### src/rtl/pipeline_result_collector.sv
// pipeline_result_collector
//
// Pops per-batch {pcoeffSum, pcoeffCount} results from the permute pipeline's
// results FIFO and accumulates a host-chosen number of batches into one wide
// job total, which is then offered on a valid/ready port.
//
// Ports
//   clk, rst            single clock, asynchronous active-high reset
//   jobStart            job request, sampled only while jobReady is high
//   jobBatchCount[15:0] number of FIFO results belonging to the job
//   jobReady            block is idle and will accept jobStart
//   resultsAvailable    results FIFO is non-empty
//   grabResults         FIFO read request (combinational)
//   pcoeffSum/Count     FIFO read data, READ_LATENCY cycles after a grab
//   totalValid/Ready    job total handshake
//   totalSum/Count      job totals, stable while totalValid is high
//   overflow            sticky accumulator carry-out flag, cleared by rst
//
// state   | meaning
// --------+----------------------------------------------------------
// IDLE    | waiting for jobStart, jobReady high
// COLLECT | issuing grabs while results are still owed to the job
// DRAIN   | all grabs issued, accumulating the reads still in flight
// PRESENT | total offered downstream, held until accepted

`ifndef PCOEFF_COUNT_BITWIDTH
`define PCOEFF_COUNT_BITWIDTH 8
`endif

module pipeline_result_collector #(
  parameter int COUNT_WIDTH    = `PCOEFF_COUNT_BITWIDTH,
  parameter int READ_LATENCY   = 2,  // legal 1..4
  parameter int ACC_EXTRA_BITS = 16
) (
  input  logic                                      clk,
  input  logic                                      rst,
  input  logic                                      jobStart,
  input  logic [15:0]                               jobBatchCount,
  output logic                                      jobReady,
  input  logic                                      resultsAvailable,
  output logic                                      grabResults,
  input  logic [COUNT_WIDTH+35-1:0]                 pcoeffSum,
  input  logic [COUNT_WIDTH-1:0]                    pcoeffCount,
  output logic                                      totalValid,
  input  logic                                      totalReady,
  output logic [COUNT_WIDTH+35+ACC_EXTRA_BITS-1:0]  totalSum,
  output logic [COUNT_WIDTH+ACC_EXTRA_BITS-1:0]     totalCount,
  output logic                                      overflow
);

  localparam int SUM_IN_W = COUNT_WIDTH + 35;
  localparam int SUM_W    = SUM_IN_W + ACC_EXTRA_BITS;
  localparam int CNT_W    = COUNT_WIDTH + ACC_EXTRA_BITS;

  localparam logic [1:0] ST_IDLE    = 2'd0;
  localparam logic [1:0] ST_COLLECT = 2'd1;
  localparam logic [1:0] ST_DRAIN   = 2'd2;
  localparam logic [1:0] ST_PRESENT = 2'd3;

  logic [1:0]              state_q, state_d;
  logic [15:0]             to_request_q, to_request_d;
  logic [15:0]             to_receive_q, to_receive_d;
  logic [READ_LATENCY-1:0] inflight_q, inflight_d;
  logic [SUM_W-1:0]        sum_q, sum_d;
  logic [CNT_W-1:0]        count_q, count_d;
  logic                    overflow_q, overflow_d;

  logic                    grab;
  logic                    data_cycle;
  logic [SUM_W:0]          sum_add;
  logic [CNT_W:0]          count_add;

  // One extra bit on each adder captures the carry out of the accumulator MSB.
  assign sum_add   = {1'b0, sum_q}   + {{(SUM_W + 1 - SUM_IN_W){1'b0}}, pcoeffSum};
  assign count_add = {1'b0, count_q} + {{(CNT_W + 1 - COUNT_WIDTH){1'b0}}, pcoeffCount};

  assign grab = (state_q == ST_COLLECT) && resultsAvailable && (to_request_q != 16'd0);

  // The state qualifier is redundant by construction; it keeps stale read data
  // from ever touching the totals if the pipe and the FSM disagree.
  assign data_cycle = inflight_q[READ_LATENCY-1] &&
                      ((state_q == ST_COLLECT) || (state_q == ST_DRAIN));

  always_comb begin
    state_d      = state_q;
    to_request_d = to_request_q;
    to_receive_d = to_receive_q;
    sum_d        = sum_q;
    count_d      = count_q;
    overflow_d   = overflow_q;

    // In-flight tracker: bit k set means a grab issued k+1 cycles ago.
    inflight_d    = '0;
    inflight_d[0] = grab;
    for (int i = 1; i < READ_LATENCY; i++) begin
      inflight_d[i] = inflight_q[i-1];
    end

    if (data_cycle) begin
      sum_d        = sum_add[SUM_W-1:0];
      count_d      = count_add[CNT_W-1:0];
      overflow_d   = overflow_q | sum_add[SUM_W] | count_add[CNT_W];
      to_receive_d = to_receive_q - 16'd1;
    end

    case (state_q)
      ST_IDLE: begin
        if (jobStart) begin
          to_request_d = jobBatchCount;
          to_receive_d = jobBatchCount;
          sum_d        = '0;
          count_d      = '0;
          state_d      = (jobBatchCount == 16'd0) ? ST_PRESENT : ST_COLLECT;
        end
      end
      ST_COLLECT: begin
        if (grab) begin
          to_request_d = to_request_q - 16'd1;
          if (to_request_q == 16'd1) begin
            state_d = ST_DRAIN;
          end
        end
      end
      ST_DRAIN: begin
        if (data_cycle && (to_receive_q == 16'd1)) begin
          state_d = ST_PRESENT;
        end
      end
      ST_PRESENT: begin
        if (totalReady) begin
          state_d = ST_IDLE;
        end
      end
      default: state_d = ST_IDLE;
    endcase
  end

  always_ff @(posedge clk or posedge rst) begin
    if (rst) begin
      state_q      <= ST_IDLE;
      to_request_q <= '0;
      to_receive_q <= '0;
      inflight_q   <= '0;
      sum_q        <= '0;
      count_q      <= '0;
      overflow_q   <= 1'b0;
    end else begin
      state_q      <= state_d;
      to_request_q <= to_request_d;
      to_receive_q <= to_receive_d;
      inflight_q   <= inflight_d;
      sum_q        <= sum_d;
      count_q      <= count_d;
      overflow_q   <= overflow_d;
    end
  end

  assign jobReady    = (state_q == ST_IDLE);
  assign totalValid  = (state_q == ST_PRESENT);
  assign grabResults = grab;
  assign totalSum    = sum_q;
  assign totalCount  = count_q;
  assign overflow    = overflow_q;

endmodule
### config.mk
export PLATFORM = sky130hd
export DESIGN_NAME = pipeline_result_collector
export DESIGN_NICKNAME = d
export VERILOG_FILES = /design/src/rtl/pipeline_result_collector.sv
export SDC_FILE = /design/constraint.sdc
export NUM_CORES = 1
export LEC_CHECK = 0
export ABC_AREA = 0
export CAP_MARGIN = 20
export CORE_MARGIN = 8
export CORE_UTILIZATION = 45
export CTS_BUF_LIST = sky130_fd_sc_hd__clkbuf_2
export DETAILED_ROUTE_END_ITERATION = 10
export GPL_TIMING_DRIVEN = 1
export PLACE_DENSITY = 0.77
export SYNTH_ARGS = -nofsm -noshare
export SYNTH_HDL_FRONTEND = slang
export SYNTH_SLANG_ARGS = --single-unit
### constraint.sdc
create_clock -name clk -period 3.6 [get_ports clk]
set_input_delay 0.54 -clock clk [delete_from_list [all_inputs] [get_ports clk]]
set_output_delay 0.54 -clock clk [all_outputs]
set_load 0.01 [all_outputs]
==> metrics.csv <==
metric;value;unit
unrepaired setup endpoints after global routing;false;
Least-Margin Pin Slew;0.938;ns
sequential share of the synthesized area;0.343;
# IOs;159;
grt ovf;0;
WL final;25.9;mm
min-delay worst type;input pin to async pin;
vias in the first global route;8306;
RePlAce Congestion;0.940;
final setup fails;0;
Worst path slowest cell;dfrtp_1;
CTS Hold Bufs;0;
Synth Cell Area;8760;µm²
hold slack final;0.348;ns
Lkg Pwr;4.67;nW
fillcell total;1799;
footprint of the multi-input gates;5450;µm²
total global-route track usage;0.214;
r2r worst-path depth;11;
max_slew headroom;0.372;
mean area per synthesized cell;8.13;µm²
Reg clk slew, reported paths;0.20;ns
vias per cell;5.70;
Async SR Flop Fraction;1.00;
Final #Nets;1374;
worst vdd ir;0.000334;V
slowest stage delay, CP;0.44;ns
clk_lat worst skew;0.69;ns
Cell Chain, Critical Path;inv_2 -> ha_2 -> or3b_1 -> or3_4 -> nor3_4 -> a21oi_4 -> dlygate4sd2_1;
min cycle time layout;3.37;ns
Slew Viols, Final;0;
Post-route DRC;0;
Synth Net Count;1210;
Longest Clk Path Bufs;2;
total power per unit cell area;678;nW/µm²
CP Class;flip-flop to primary output;
TritonCTS Sinks;120;
DRT Pass-1 Iters;5;
main flop type after synthesis;dfrtp_1;
DP Cell Count;1485;
Initial Utilization;0.455;
initial antenna violation count;1;
Final Hold Fails;0;
clk_skew;0.0332;ns
standard-cell rows;51;
Routed Antenna Nets;0;
WP data arrival;2.83;ns
CTS buffer count;17;
# H-tree levels;4;
DR vias;8660;
commonest cells after routing, fill and taps aside;168 x nand2_1, 157 x clkdlybuf4s50_1, 130 x a21oi_1;
EDFF count, synth;0;
Crit Path Max Fanout;5;
non-filler cells in the finished layout;1519;
CP startpoint kind;flip-flop;
Max-Cap Viols;0;
Starting DRT DRC Count;669;
R2R Path End;totalSum[36];
Ys Warns;0;
register area;3000;µm²
Area Growth Syn to Fin;25.7;%
setup TNS;0;ns
R2R Path Start;totalSum[0];
Die Wd;156;µm
Die H;156;µm
Mapped Cells;1077;
CP endpoint kind;primary output;
flops & latches, synth;120;
post-synth cell types;79;
Post-DP HPWL;19.2;mm
register-to-register setup slack;0.41;ns
status;finished, final reports clean;
fmax;297;MHz
core area;19300;µm²
PortBufs;158;
Final Cycle Share;0.935;
wire per inst;17.1;µm
CTS tree;done;
first-pass GRT wire length;42.2;mm
total die area;24200;µm²
clock root buffer;clkbuf_2;
layout cell share with drive strength beyond 1;0.0694;
commonest non-fill, non-tap cell in the layout;nand2_1;
largest net degree at the start of global routing;121;
critical path required time;3.06;ns
[what timing repair did]
action,CTS,global route
buffers inserted,1,1
cloned,0,0
resized for setup,5,3
endpoints found under the setup margin,1,1
pin swaps,1,1
[area by class of cell]
class | count | share of cell area
clock inverters | 10 | 0.00954
multi-input cells | 871 | 0.495
clock buffers | 21 | 0.00954
diodes | 1 | 0.000227
repair buffers | 189 | 0.168
inverters | 42 | 0.0147
flip-flops and latches | 120 | 0.273
well taps | 265 | 0.0301
[worst max path at each step]
stage,start,to,slack [ns],cells after the start
after floorplan,pcoeffSum[0],totalSum[38],0.49,10
after global placement,pcoeffSum[0],totalSum[36],-0.11,12
after detailed placement,pcoeffSum[0],totalSum[46],-0.15,12
after CTS,to_request_q[1],grabResults,0.08,7
after global routing,to_request_q[1],grabResults,0.04,7
final,to_request_q[1],grabResults,0.23,7
[where the power goes]
| group | switching, mW | internal [mW] |
|---|---|---|
| logic | 2.50 | 1.94 |
| registers | 0.421 | 1.77 |
| clock network | 0.518 | 0.317 |
| total | 3.44 | 4.02 |
[layer usage]
metal	part of all wire	track usage	vias up
met4	0.020	0.0698	0
met5	0	0	-
met3	0.072	0.0447	33
met1	0.45	0.288	4074
li1	-	-	4228
met2	0.45	0.335	325
[sequential cells by signal, summed over array words and instances, names as in the netlist]
register and cells:
inflight_q 2, overflow 1, state_q 2, to_receive_q 16
to_request_q 16, totalCount 24, totalSum 59
[critical path, delay by kind of cell (launching register included)]
| kind | cells | cell delay, ns |
|---|---|---|
| simple gates | 3 | 1.02 |
| flops | 1 | 0.44 |
| fa+ha+maj | 1 | 0.18 |
| compound gates | 1 | 0.12 |
| buf+inv | 2 | 0.39 |
[cells by family after synthesis]
group	synth area share
mux	0.00800
xor+xnor	0.0600
compound gates	0.237
fa+ha+maj	0.0888
buf+inv	0.0384
simple gates	0.225
flops	0.343
[cell usage after synthesis, types with 3 or more instances]
library cell	n	share of area
nand2_1	169	0.072
a21oi_1	131	0.075
dfrtp_1	120	0.34
nor2_1	76	0.033
o21ai_0	61	0.035
ha_1	59	0.084
xnor2_1	43	0.043
inv_1	42	0.018
clkbuf_1	35	0.015
nor3_1	31	0.018
nand3_1	24	0.014
a21o_1	22	0.019
nand4_1	18	0.013
xor2_1	17	0.017
a211oi_1	16	0.014
nor4_1	16	0.011
and3_1	15	0.011
or3_1	14	0.010
nand2b_1	12	0.0086
a31oi_1	11	0.0079
o21bai_1	8	0.0069
o31ai_1	8	0.0069
and2_1	7	0.0050
mux2i_1	7	0.0080
o21a_1	7	0.0060
o21ai_1	7	0.0040
o22a_1	7	0.0070
or4_1	7	0.0060
nor2b_1	6	0.0043
buf_2	5	0.0029
o22ai_1	5	0.0036
o211ai_1	4	0.0034
a2111oi_0	3	0.0030
a21boi_0	3	0.0026
a221oi_1	3	0.0030
[metrics by stage]
step                      cell area [µm²]  worst slack [ns]  utilization  total power [mW]
after global routing                11000            0.0358        0.571              8.10
after CTS                           11000            0.0796        0.570              7.46
final                               11000             0.235        0.571              7.46
after global placement              10800            -0.113        0.558              6.48
after detailed placement            10800            -0.151        0.558              6.57
after floorplan                      8760             0.488            -              5.07
No activity file was read; power rests on OpenSTA's default activity.
